[config.mk]
export PLATFORM = sky130hd
export DESIGN_NAME = wb_write_arbiter_flat
export DESIGN_NICKNAME = d
export VERILOG_FILES = /design/src/rtl/wb_write_arbiter_pkg.sv /design/src/rtl/wb_write_arbiter_if.sv /design/src/rtl/wb_sync_fifo.sv /design/src/rtl/wb_write_arbiter.sv /design/src/flat_wrapper.sv
export SDC_FILE = /design/constraint.sdc
export NUM_CORES = 1
export LEC_CHECK = 0
export BUFFER_PORTS_ARGS = -buffer_cell sky130_fd_sc_hd__buf_2
export CAP_MARGIN = 20
export CELL_PAD_IN_SITES_DETAIL_PLACEMENT = 0
export CELL_PAD_IN_SITES_GLOBAL_PLACEMENT = 1
export CORE_AREA = 5 5 153 155
export CTS_BUF_LIST = sky130_fd_sc_hd__clkbuf_8
export DETAILED_ROUTE_END_ITERATION = 10
export DIE_AREA = 0 0 158 160
export MAX_ROUTING_LAYER = met4
export PLACE_DENSITY_LB_ADDON = 0.1
export SLEW_MARGIN = 5
export SYNTH_ARGS = -nofsm -noshare
export SYNTH_HDL_FRONTEND = slang
export SYNTH_SLANG_ARGS = --single-unit
[constraint.sdc]
create_clock -name clk -period 3.2 [get_ports clk]
set_input_delay 0.64 -clock clk [delete_from_list [all_inputs] [get_ports clk]]
set_output_delay 0.64 -clock clk [all_outputs]
set_load 0.02 [all_outputs]
[src/rtl/wb_write_arbiter_pkg.sv]
// Shared defaults and types for the writeback arbiter slice.
package wb_write_arbiter_pkg;

    // Default FIFO depth and starvation limit for the LSU/MUL path.
    localparam int WB_DEPTH      = 4;
    localparam int WB_STARVE_MAX = 8;

    // Register-address and data bus widths of the core.
    localparam int WB_AW = 5;
    localparam int WB_DW = 32;

    // Source loaded into the output stage in a given cycle.
    typedef enum logic [1:0] {
        SEL_IDLE = 2'd0,
        SEL_ALU  = 2'd1,
        SEL_FIFO = 2'd2
    } wb_sel_e;

endpackage : wb_write_arbiter_pkg

[src/rtl/wb_write_arbiter_if.sv]
// Result-producer handshakes and register-file write port of the arbiter.
interface wb_write_arbiter_if
    import wb_write_arbiter_pkg::*;
#(
    parameter int AW = WB_AW,
    parameter int DW = WB_DW
);
    logic              alu_valid;
    logic              alu_ready;
    logic [AW-1:0]     alu_waddr;
    logic [DW-1:0]     alu_wdata;

    logic              lsu_valid;
    logic              lsu_ready;
    logic [AW-1:0]     lsu_waddr;
    logic [DW-1:0]     lsu_wdata;

    logic              rf_wen;
    logic [AW-1:0]     rf_waddr;
    logic [DW-1:0]     rf_wdata;

    logic [(1<<AW)-1:0] busy_mask;
    logic              starve;

    // Arbiter side.
    modport slave (
        input  alu_valid, alu_waddr, alu_wdata,
        input  lsu_valid, lsu_waddr, lsu_wdata,
        output alu_ready, lsu_ready,
        output rf_wen, rf_waddr, rf_wdata,
        output busy_mask, starve
    );

    // Producer / register-file side.
    modport master (
        output alu_valid, alu_waddr, alu_wdata,
        output lsu_valid, lsu_waddr, lsu_wdata,
        input  alu_ready, lsu_ready,
        input  rf_wen, rf_waddr, rf_wdata,
        input  busy_mask, starve
    );

endinterface : wb_write_arbiter_if

[src/rtl/wb_sync_fifo.sv]
// Strict-FIFO buffer for LSU/MUL writes; exposes every slot for busy tracking.
module wb_sync_fifo
    import wb_write_arbiter_pkg::*;
#(
    parameter int DEPTH = WB_DEPTH,
    parameter int AW    = WB_AW,
    parameter int DW    = WB_DW
) (
    input  logic                    clk,
    input  logic                    rst,
    input  logic                    push_i,
    input  logic [AW-1:0]           push_waddr_i,
    input  logic [DW-1:0]           push_wdata_i,
    input  logic                    pop_i,
    output logic                    full_o,
    output logic                    empty_o,
    output logic [AW-1:0]           head_waddr_o,
    output logic [DW-1:0]           head_wdata_o,
    output logic [DEPTH-1:0]        ent_valid_o,
    output logic [DEPTH-1:0][AW-1:0] ent_waddr_o
);
    localparam int PW = $clog2(DEPTH);
    localparam int CW = PW + 1;

    logic [AW-1:0] waddr_mem_q [DEPTH];
    logic [DW-1:0] wdata_mem_q [DEPTH];

    logic [PW-1:0] head_q, head_d;
    logic [PW-1:0] tail_q, tail_d;
    logic [CW-1:0] count_q, count_d;

    logic push_ok;
    logic pop_ok;

    // Full/empty come straight from the registered count, so a push while
    // full is refused even if the same cycle pops.
    assign full_o  = (count_q == CW'(DEPTH));
    assign empty_o = (count_q == '0);
    assign push_ok = push_i & ~full_o;
    assign pop_ok  = pop_i & ~empty_o;

    assign head_waddr_o = waddr_mem_q[head_q];
    assign head_wdata_o = wdata_mem_q[head_q];

    // Next-state pointers and occupancy; pointers wrap naturally at DEPTH.
    always_comb begin
        // NOTE: every comb output gets a default first so no path can infer a latch.
        head_d  = head_q;
        tail_d  = tail_q;
        count_d = count_q;
        if (push_ok) tail_d = tail_q + 1'b1;
        if (pop_ok)  head_d = head_q + 1'b1;
        if (push_ok && !pop_ok)      count_d = count_q + 1'b1;
        else if (!push_ok && pop_ok) count_d = count_q - 1'b1;
    end

    // Pointer and count registers; reset discards everything queued.
    always_ff @(posedge clk or negedge rst) begin
        // NOTE: sequential state uses non-blocking assignments only.
        if (!rst) begin
            head_q  <= '0;
            tail_q  <= '0;
            count_q <= '0;
        end else begin
            head_q  <= head_d;
            tail_q  <= tail_d;
            count_q <= count_d;
        end
    end

    // Storage write on accepted push.
    always_ff @(posedge clk) begin
        // NOTE: storage is not reset; slot validity comes from head/count alone.
        if (push_ok) begin
            waddr_mem_q[tail_q] <= push_waddr_i;
            wdata_mem_q[tail_q] <= push_wdata_i;
        end
    end

    // A slot is live when its distance from head is below the count.
    always_comb begin
        logic [PW-1:0] offset;
        ent_valid_o = '0;
        ent_waddr_o = '0;
        offset      = '0;
        for (int i = 0; i < DEPTH; i++) begin
            offset         = PW'(i) - head_q;
            ent_valid_o[i] = ({1'b0, offset} < count_q);
            ent_waddr_o[i] = waddr_mem_q[i];
        end
    end

endmodule : wb_sync_fifo

[src/rtl/wb_write_arbiter.sv]
// Merges the ALU and buffered LSU/MUL results into one registered RF write.
module wb_write_arbiter
    import wb_write_arbiter_pkg::*;
#(
    parameter int DEPTH      = WB_DEPTH,
    parameter int STARVE_MAX = WB_STARVE_MAX,
    parameter int AW         = WB_AW,
    parameter int DW         = WB_DW
) (
    input  logic               clk,
    input  logic               rst,
    wb_write_arbiter_if.slave  bus
);
    localparam int SW   = $clog2(STARVE_MAX + 1);
    localparam int NREG = 1 << AW;

    logic                     fifo_full;
    logic                     fifo_empty;
    logic [AW-1:0]            head_waddr;
    logic [DW-1:0]            head_wdata;
    logic [DEPTH-1:0]         ent_valid;
    logic [DEPTH-1:0][AW-1:0] ent_waddr;

    logic [SW-1:0] starve_cnt_q, starve_cnt_d;
    logic          rf_wen_q, rf_wen_d;
    logic [AW-1:0] rf_waddr_q, rf_waddr_d;
    logic [DW-1:0] rf_wdata_q, rf_wdata_d;

    logic    starve;
    logic    alu_fire;
    logic    lsu_push;
    logic    fifo_pop;
    wb_sel_e sel;

    wb_sync_fifo #(
        .DEPTH (DEPTH),
        .AW    (AW),
        .DW    (DW)
    ) u_fifo (
        .clk          (clk),
        .rst          (rst),
        .push_i       (lsu_push),
        .push_waddr_i (bus.lsu_waddr),
        .push_wdata_i (bus.lsu_wdata),
        .pop_i        (fifo_pop),
        .full_o       (fifo_full),
        .empty_o      (fifo_empty),
        .head_waddr_o (head_waddr),
        .head_wdata_o (head_wdata),
        .ent_valid_o  (ent_valid),
        .ent_waddr_o  (ent_waddr)
    );

    // Back-pressure the ALU once the FIFO head has waited STARVE_MAX cycles.
    assign starve        = ~fifo_empty & (starve_cnt_q == SW'(STARVE_MAX));
    assign bus.starve    = starve;
    assign bus.alu_ready = ~starve;
    assign bus.lsu_ready = ~fifo_full;

    assign alu_fire = bus.alu_valid & ~starve;
    assign lsu_push = bus.lsu_valid & ~fifo_full;

    // Output-stage source: ALU first, then FIFO head, else idle.
    always_comb begin
        sel = SEL_IDLE;
        if (alu_fire)         sel = SEL_ALU;
        else if (!fifo_empty) sel = SEL_FIFO;
    end

    assign fifo_pop = (sel == SEL_FIFO);

    // Next output-stage contents; register 0 writes are swallowed here.
    always_comb begin
        rf_wen_d   = 1'b0;
        rf_waddr_d = rf_waddr_q;
        rf_wdata_d = rf_wdata_q;
        unique case (sel)
            SEL_ALU: begin
                rf_wen_d   = (bus.alu_waddr != '0);
                rf_waddr_d = bus.alu_waddr;
                rf_wdata_d = bus.alu_wdata;
            end
            SEL_FIFO: begin
                rf_wen_d   = (head_waddr != '0);
                rf_waddr_d = head_waddr;
                rf_wdata_d = head_wdata;
            end
            default: ;
        endcase
    end

    // Starve counter: counts non-popping cycles with a waiting head, saturating.
    always_comb begin
        starve_cnt_d = starve_cnt_q;
        if (fifo_empty || fifo_pop)            starve_cnt_d = '0;
        else if (starve_cnt_q != SW'(STARVE_MAX)) starve_cnt_d = starve_cnt_q + 1'b1;
    end

    // Output stage and starve counter registers.
    always_ff @(posedge clk or negedge rst) begin
        if (!rst) begin
            starve_cnt_q <= '0;
            rf_wen_q     <= 1'b0;
            rf_waddr_q   <= '0;
            rf_wdata_q   <= '0;
        end else begin
            starve_cnt_q <= starve_cnt_d;
            rf_wen_q     <= rf_wen_d;
            rf_waddr_q   <= rf_waddr_d;
            rf_wdata_q   <= rf_wdata_d;
        end
    end

    assign bus.rf_wen   = rf_wen_q;
    assign bus.rf_waddr = rf_waddr_q;
    assign bus.rf_wdata = rf_wdata_q;

    // Busy mask: every live FIFO slot plus a pending output write; r0 never busy.
    always_comb begin
        logic [NREG-1:0] mask;
        mask = '0;
        for (int i = 0; i < DEPTH; i++) begin
            if (ent_valid[i]) mask[ent_waddr[i]] = 1'b1;
        end
        if (rf_wen_q) mask[rf_waddr_q] = 1'b1;
        mask[0] = 1'b0;
        bus.busy_mask = mask;
    end

endmodule : wb_write_arbiter

[src/flat_wrapper.sv]
// flat-port wrapper written by rule: the top's interface ports become plain ports
module wb_write_arbiter_flat import wb_write_arbiter_pkg::*;
#(
    parameter int DEPTH      = WB_DEPTH,
    parameter int STARVE_MAX = WB_STARVE_MAX,
    parameter int AW         = WB_AW,
    parameter int DW         = WB_DW
)
  (clk, rst, bus_alu_valid, bus_alu_waddr, bus_alu_wdata, bus_lsu_valid, bus_lsu_waddr, bus_lsu_wdata, bus_alu_ready, bus_lsu_ready, bus_rf_wen, bus_rf_waddr, bus_rf_wdata, bus_busy_mask, bus_starve);
  wb_write_arbiter_if #(.AW(AW), .DW(DW)) bus_i ();
  input  logic clk;
  input  logic rst;
  input wire logic [$bits(bus_i.alu_valid)-1:0] bus_alu_valid;
  input wire logic [$bits(bus_i.alu_waddr)-1:0] bus_alu_waddr;
  input wire logic [$bits(bus_i.alu_wdata)-1:0] bus_alu_wdata;
  input wire logic [$bits(bus_i.lsu_valid)-1:0] bus_lsu_valid;
  input wire logic [$bits(bus_i.lsu_waddr)-1:0] bus_lsu_waddr;
  input wire logic [$bits(bus_i.lsu_wdata)-1:0] bus_lsu_wdata;
  output wire logic [$bits(bus_i.alu_ready)-1:0] bus_alu_ready;
  output wire logic [$bits(bus_i.lsu_ready)-1:0] bus_lsu_ready;
  output wire logic [$bits(bus_i.rf_wen)-1:0] bus_rf_wen;
  output wire logic [$bits(bus_i.rf_waddr)-1:0] bus_rf_waddr;
  output wire logic [$bits(bus_i.rf_wdata)-1:0] bus_rf_wdata;
  output wire logic [$bits(bus_i.busy_mask)-1:0] bus_busy_mask;
  output wire logic [$bits(bus_i.starve)-1:0] bus_starve;
  assign bus_i.alu_valid = bus_alu_valid;
  assign bus_i.alu_waddr = bus_alu_waddr;
  assign bus_i.alu_wdata = bus_alu_wdata;
  assign bus_i.lsu_valid = bus_lsu_valid;
  assign bus_i.lsu_waddr = bus_lsu_waddr;
  assign bus_i.lsu_wdata = bus_lsu_wdata;
  assign bus_alu_ready = bus_i.alu_ready;
  assign bus_lsu_ready = bus_i.lsu_ready;
  assign bus_rf_wen = bus_i.rf_wen;
  assign bus_rf_waddr = bus_i.rf_waddr;
  assign bus_rf_wdata = bus_i.rf_wdata;
  assign bus_busy_mask = bus_i.busy_mask;
  assign bus_starve = bus_i.starve;
  wb_write_arbiter #(.DEPTH(DEPTH), .STARVE_MAX(STARVE_MAX), .AW(AW), .DW(DW)) u_core (.clk(clk), .rst(rst), .bus(bus_i));
endmodule
### Word-level counts from Yosys, hierarchy flattened

Memory sizes are Yosys's and may differ from the RTL's.
Cells that the tools add are included.

* logic and storage cells: 91
* bits in writable memories: 148
* register bits after elaboration: 49
* memories: 2
* input port bits: 78

* reduce and logical (&&, ||, !) cells: 16
* muxes and demuxes: 26
* equal/unequal tests: 5
* magnitude comparators: 14
* bitwise logic cells: 12
* add/subtract/negate cells: 9

Memories
* u_core.u_fifo.wdata_mem_q: depth 4, width 32, rd ports 1, clocked after Yosys merged registers in 0, wr ports 1, line wb_sync_fifo.sv:26 `logic [DW-1:0] wdata_mem_q [DEPTH];`
* u_core.u_fifo.waddr_mem_q: depth 4, width 5, rd ports 5, clocked after Yosys merged registers in 0, wr ports 1, line wb_sync_fifo.sv:25 `logic [AW-1:0] waddr_mem_q [DEPTH];`

Operators with widths (number)
* $mux 32: 5
* $or 32x32->32: 4
* $pmux 32 s2: 1
* $lt 5x6->1 const B: 5
* $demux 1 s5: 5
* $ge 5x1->1 const B: 5
* $lt 2x3->1: 4
* $pmux 5 s2: 1
* $reduce_bool 5->1: 2
* $mux 4: 2
* $logic_and 1x1->1: 7
* $mux 1: 7
* $mux 3: 2
* $reduce_bool 2->1: 3
* $and 1x1->1: 5
* $add 2x1->2 const B: 2
* $add 4x1->4 const B: 1
* $eq 4x4->1 const B: 1
* $mux 2: 2
* $ne 4x4->1 const B: 1
* $sub 1x2->2 const A: 2
* $sub 2x2->2 const A: 2
* $add 3x1->3 const B: 1
* $eq 3x3->1 const B: 1
* 8 further kinds: 11

### Longest topological paths before layout

An unclocked memory read counts as a cell.

* depth after elaboration: 14
* mapped depth: 13
* depth with buffers taken out: 11

### Modules after synthesis

From an unflattened synthesis, not the netlist that was laid out.

* cells, all modules: 612
* area total of the unflattened synthesis: 9575.4 um^2

Modules (own cells, without submodules)
* wb_sync_fifo: cells each 248, area an instance 5893.2 um^2, times used 1
* wb_write_arbiter: cells each 364, area an instance 3682.3 um^2, times used 1

### Worst setup path after synthesis

No wires, ideal clock.

* kind: register to output
* from: register u_core.u_fifo.head_q[1]
* to: output port bus_busy_mask[3]
* stages on the path, launching flop included: 11
* buffers on the path: 3
* slack: 5 ps
* arrival: 2555 ps
* cell sequence: dfrtp_1 buf_2 buf_1 inv_1 ha_1 a21boi_1 o21bai_2 or3b_1 buf_2 nor3_1 or4_1

* cells in the longest elaborated chain, start to end: 11

Ends and longest elaborated chain
* start: declaration: line wb_sync_fifo.sv:28 `logic [PW-1:0] head_q, head_d;`
* start signal: assignment: line wb_sync_fifo.sv:61 `head_q <= '0;`
* start signal: assignment: line wb_sync_fifo.sv:65 `head_q <= head_d;`
* $sub 1x2->2: line wb_sync_fifo.sv:87 `offset = PW'(i) - head_q;`
* $lt 2x3->1: line wb_sync_fifo.sv:88 `ent_valid_o[i] = ({1'b0, offset} < count_q);`
* $mux 32: line wb_write_arbiter.sv:123 `if (ent_valid[i]) mask[ent_waddr[i]] = 1'b1;`
* $or 32x32->32 (no line)
* $mux 32: line wb_write_arbiter.sv:123
* $or 32x32->32 (no line)
* $mux 32: line wb_write_arbiter.sv:123
* $or 32x32->32 (no line)
* $mux 32 (*): line wb_write_arbiter.sv:123
* $or 32x32->32 (no line)
* $mux 32 (*): line wb_write_arbiter.sv:125 `if (rf_wen_q) mask[rf_waddr_q] = 1'b1;`
* end: declaration: line flat_wrapper.sv:24 `output wire logic [$bits(bus_i.busy_mask)-1:0] bus_busy_mask;`

Every way passes the cells marked *; elsewhere a longest branch is shown, timed or not.

### Worst setup path in the final report

* from: register u_core.u_fifo.head_q[0]
* to: output port bus_busy_mask[16]

Same word-level chain as after synthesis.

==> impl_metrics.ini <==
[status]
run_status = finished, violations left
violations_in_the_final_reports = negative setup slack

[power_and_ir_drop]
worst_ir_drop_vdd_v = 0.000654
power_per_cell_area_mw_per_mm2 = 891
cell_internal_power_mw = 5.98
power_switching_mw = 4.16
power_frac_seq_pct = 38.4
total_power_mw = 10.1
switching_fraction_of_total_power_pct = 41.0
pwr-share-comb_pct = 45.5
relative_contribution_of_the_clock_network_to_total_power_pct = 16.1
p_leak_nw = 4.37

[place]
place_hpwl_mm = 19.5
port-buffer-count = 149
post-place-cells = 1087
gpl.final_weighted_congestion = 0.930
preCtsSetupSlack_ps = 177

[finish]
area_growth_syn_to_layout_pct = 23.3
layout_commonest_cell = sky130_fd_sc_hd__edfxtp_1
layout-drive-gt1-share_pct = 38.5
multi_input_area_sq_mm = 0.00360
stdcell_count = 1141
fillers = 1891
num-nets-final = 932
fin_util_pct = 52.5
register_area_sq_mm = 0.00567
final_cell_mix = sky130_fd_sc_hd__edfxtp_1 (148), sky130_fd_sc_hd__buf_2 (125), sky130_fd_sc_hd__nand2_1 (56)

[synthesis]
main_combinational_cell_family_by_area_after_synthesis = multiplexers
postSynthAreaPerCell_sq_um = 13.8
count_of_synthesis_stage_warnings_from_yosys = 0
synth_adder_area_share_pct = 1.71
synthesized_cell_area_sq_mm = 0.00923
synthArstFlopShare_pct = 24.9
synth_mux_area_share_pct = 13.2
synth_top_cells_by_area = sky130_fd_sc_hd__edfxtp_1 (48%), sky130_fd_sc_hd__dfrtp_1 (13%), sky130_fd_sc_hd__mux4_2 (9.0%)
ys_seq_area_share_pct = 61.4
share_of_the_synthesized_area_in_the_top_cell_type_pct = 48.1
postSynthNetCount = 760
synth-seq-cells = 197
syn-instance-count = 670
postSynth.topFlopCell = sky130_fd_sc_hd__edfxtp_1
synth_enable_flop_cells = 148
synth_compound_area_share_pct = 8.95
synthSimpleGateAreaFrac_pct = 11.5
synth_xor_area_share_pct = 0.854
synthDistinctLibCells = 58
netlist.top_cell.by_area = sky130_fd_sc_hd__edfxtp_1

[sta]
period_needed_ps = 3230
setup-violations-final = 4
report.final.slew_viol_count = 0
max_freq_mhz = 310
final.setup.worst_slack_ps = -30.3
final_hold_viol_count = 0
slew_of_the_pin_with_the_lowest_slew_margin_ps = 788
setup_repair_after_global_routing_missed_its_margin = yes
slew_headroom_pct = 47.5
totalNegativeSetupSlack_ps = -66.9
worst_clock_skew_ps = 25.2
final_cycle_utilization_of_the_critical_path_pct = 101

[floorplanning]
die_w_microns = 158
initial_core_util_pct = 42.6
floorplan.rows = 54
core-area_sq_mm = 0.0217
die_area_sq_mm = 0.0253
die_y_microns = 160
count_of_boundary_i_o_pins = 151

[grt]
via_count_of_the_first_global_routing_pass = 6868
grt_util_all_layers_pct = 22.4
grt_first_pass_wirelength_mm = 41.7
initial_antenna_violation_count = 6
gr-total-overflow = 0
largest_net_degree_at_the_start_of_global_routing = 78

[drt]
drt-wirelength-per-cell_microns = 23.8
final_antenna_net_count = 0
detail_route.drc_violations = 0
first_iter_violations = 357
detailedRoute.firstPassIterationCount = 5
routed-via-count = 6438
route.final.wire_length_mm = 27.1
drt-vias-per-instance = 5.64

[clocking]
htreeDepth = 4
number_of_clock_sinks = 197
cts-buffers-inserted = 17
cts_tree = yes
cts-root-to-sink-buffers = 2
holdBufCountCts = 0
clkTransAtPathRegs_ps = 130
clk-insertion-delay-late_ps = 470
clockRootBuffer = sky130_fd_sc_hd__clkbuf_8

[worst_setup_path]
kind_of_critical_path = reg2out
cp_max_fo = 6
cp.required_ps = 2560
worst_setup_path_start_kind = flip-flop
cp.arrival_ps = 2590
timing.critical_path.to_type = output pin

[hold_path]
min_path_type = in2async

[run]
max_cap_violations = 0
## power groups by stage
stage	registers (mW)	clock network, mW	logic, mW
2_1_floorplan	4.08	0	2.48
3_3_place_gp	3.91	0	4.11
3_5_place_dp	3.94	0	4.13
4_1_cts	3.88	1.69	4.48
5_1_grt	3.96	1.79	4.96
6_report	3.89	1.64	4.61
## synthesized netlist by cell type, types with 2 or more instances
library cell	instances
sky130_fd_sc_hd__nand3_1	12
sky130_fd_sc_hd__a21oi_1	3
sky130_fd_sc_hd__or4_1	8
sky130_fd_sc_hd__a221o_1	4
sky130_fd_sc_hd__inv_1	14
sky130_fd_sc_hd__xor2_1	4
sky130_fd_sc_hd__o22ai_1	27
sky130_fd_sc_hd__o211ai_1	3
sky130_fd_sc_hd__a211o_1	9
sky130_fd_sc_hd__nor2b_1	8
sky130_fd_sc_hd__edfxtp_1	148
sky130_fd_sc_hd__or3_1	15
sky130_fd_sc_hd__ha_1	11
sky130_fd_sc_hd__o21ai_2	2
sky130_fd_sc_hd__nand4b_1	2
sky130_fd_sc_hd__o32ai_1	10
sky130_fd_sc_hd__nand4_1	2
sky130_fd_sc_hd__o221ai_1	7
sky130_fd_sc_hd__mux4_2	37
sky130_fd_sc_hd__nand2b_1	9
sky130_fd_sc_hd__or2_2	5
sky130_fd_sc_hd__buf_2	9
sky130_fd_sc_hd__mux2i_1	37
sky130_fd_sc_hd__xnor2_1	5
sky130_fd_sc_hd__nor3_1	12
sky130_fd_sc_hd__or3b_2	6
sky130_fd_sc_hd__o21ai_1	2
sky130_fd_sc_hd__nand2_1	56
sky130_fd_sc_hd__dfrtp_1	49
sky130_fd_sc_hd__buf_1	3
sky130_fd_sc_hd__clkbuf_1	21
sky130_fd_sc_hd__o21ai_0	41
sky130_fd_sc_hd__and3_1	4
sky130_fd_sc_hd__nand3b_1	9
sky130_fd_sc_hd__nor2_1	46
sky130_fd_sc_hd__buf_4	2
sky130_fd_sc_hd__nor4_1	7
## flip-flops by register name, summed over array words and instances (netlist names)
name and cells:
u_core.bus.rf_wdata 32, u_core.u_fifo.wdata_mem_q 128, u_core.u_fifo.tail_q 2, u_core.u_fifo.count_q 3
u_core.bus.rf_wen 1, u_core.u_fifo.waddr_mem_q 20, u_core.starve_cnt_q 4, u_core.u_fifo.head_q 2
u_core.bus.rf_waddr 5
## metrics by stage
step                hold WS (ps)  instance area [sq um]
floorplan                    344                   9230
global placement             464                  10400
detailed placement           481                  10400
CTS                          339                  11100
global route                16.3                  11400
finish                      28.9                  11400
## cell families (layout without fill, tap and decap cells)
group,after synthesis,after routing
adders and majority gates,12,12
DFF,197,197
AOI/OAI and AO/OA,118,118
xor gates and xnor gates,9,9
and+or+nand+nor,207,207
buffers and inverters,51,236
other,1,7
muxes,75,75
## final timing paths
kind	cells after the start	to	startpoint	slack [ps]
setup / recovery	8	bus_busy_mask[16]	u_core.u_fifo.head_q[0]$_DFFE_PN0P_	-30
hold / removal	1	u_core.bus.rf_wdata[13]$_DFFE_PN0P_	rst	30
setup reg to reg	10	u_core.u_fifo.count_q[2]$_DFFE_PN0P_	u_core.u_fifo.count_q[2]$_DFFE_PN0P_	860
hold reg to reg	1	u_core.starve_cnt_q[0]$_DFFE_PN0P_	u_core.starve_cnt_q[0]$_DFFE_PN0P_	500
max in group asynchronous	2	u_core.bus.rf_waddr[4]$_DFFE_PN0P_	rst	2650
min in group clk	1	u_core.u_fifo.wdata_mem_q[0][12]$_DFFE_PP_	bus_lsu_wdata[12]	370
## what timing repair did
item                       in CTS  in global routing
pin swaps                      19                 11
setup endpoints to repair      31                 31
hold endpoints to repair        0                  0
gates cloned                    0                  0
resized for setup              51                 46
buffers inserted               12                  4
## critical path, stage by stage, from the launching register on
cell and delay (ps):
sky130_fd_sc_hd__dfrtp_2 440, sky130_fd_sc_hd__xnor2_2 200, sky130_fd_sc_hd__inv_2 70, sky130_fd_sc_hd__ha_4 280, sky130_fd_sc_hd__a21oi_4 100, sky130_fd_sc_hd__o21ai_4 200
sky130_fd_sc_hd__o22ai_1 90, sky130_fd_sc_hd__or4_1 570, sky130_fd_sc_hd__buf_2 190
## area by class of cell
type	instances	share of cell area, %
Antenna cell	6	0.132
Clock inverter	15	1.69
Timing Repair Buffer	190	11.1
Clock buffer	17	2.06
Sequential cell	197	49.8
Tap cell	280	3.08
Inverter	14	0.462
Multi-Input combinational cell	422	31.6
## per-layer routing
metal | wire length (microns) | vias to the layer above | global-route usage, %
li1 | - | 2963 | -
met1 | 11000 | 3227 | 27.4
met2 | 14000 | 212 | 37.7
met3 | 1640 | 36 | 4.33
met4 | 530 | 0 | 6.71
met5 | 0 | - | -
(Power assumes the default switching activity.)
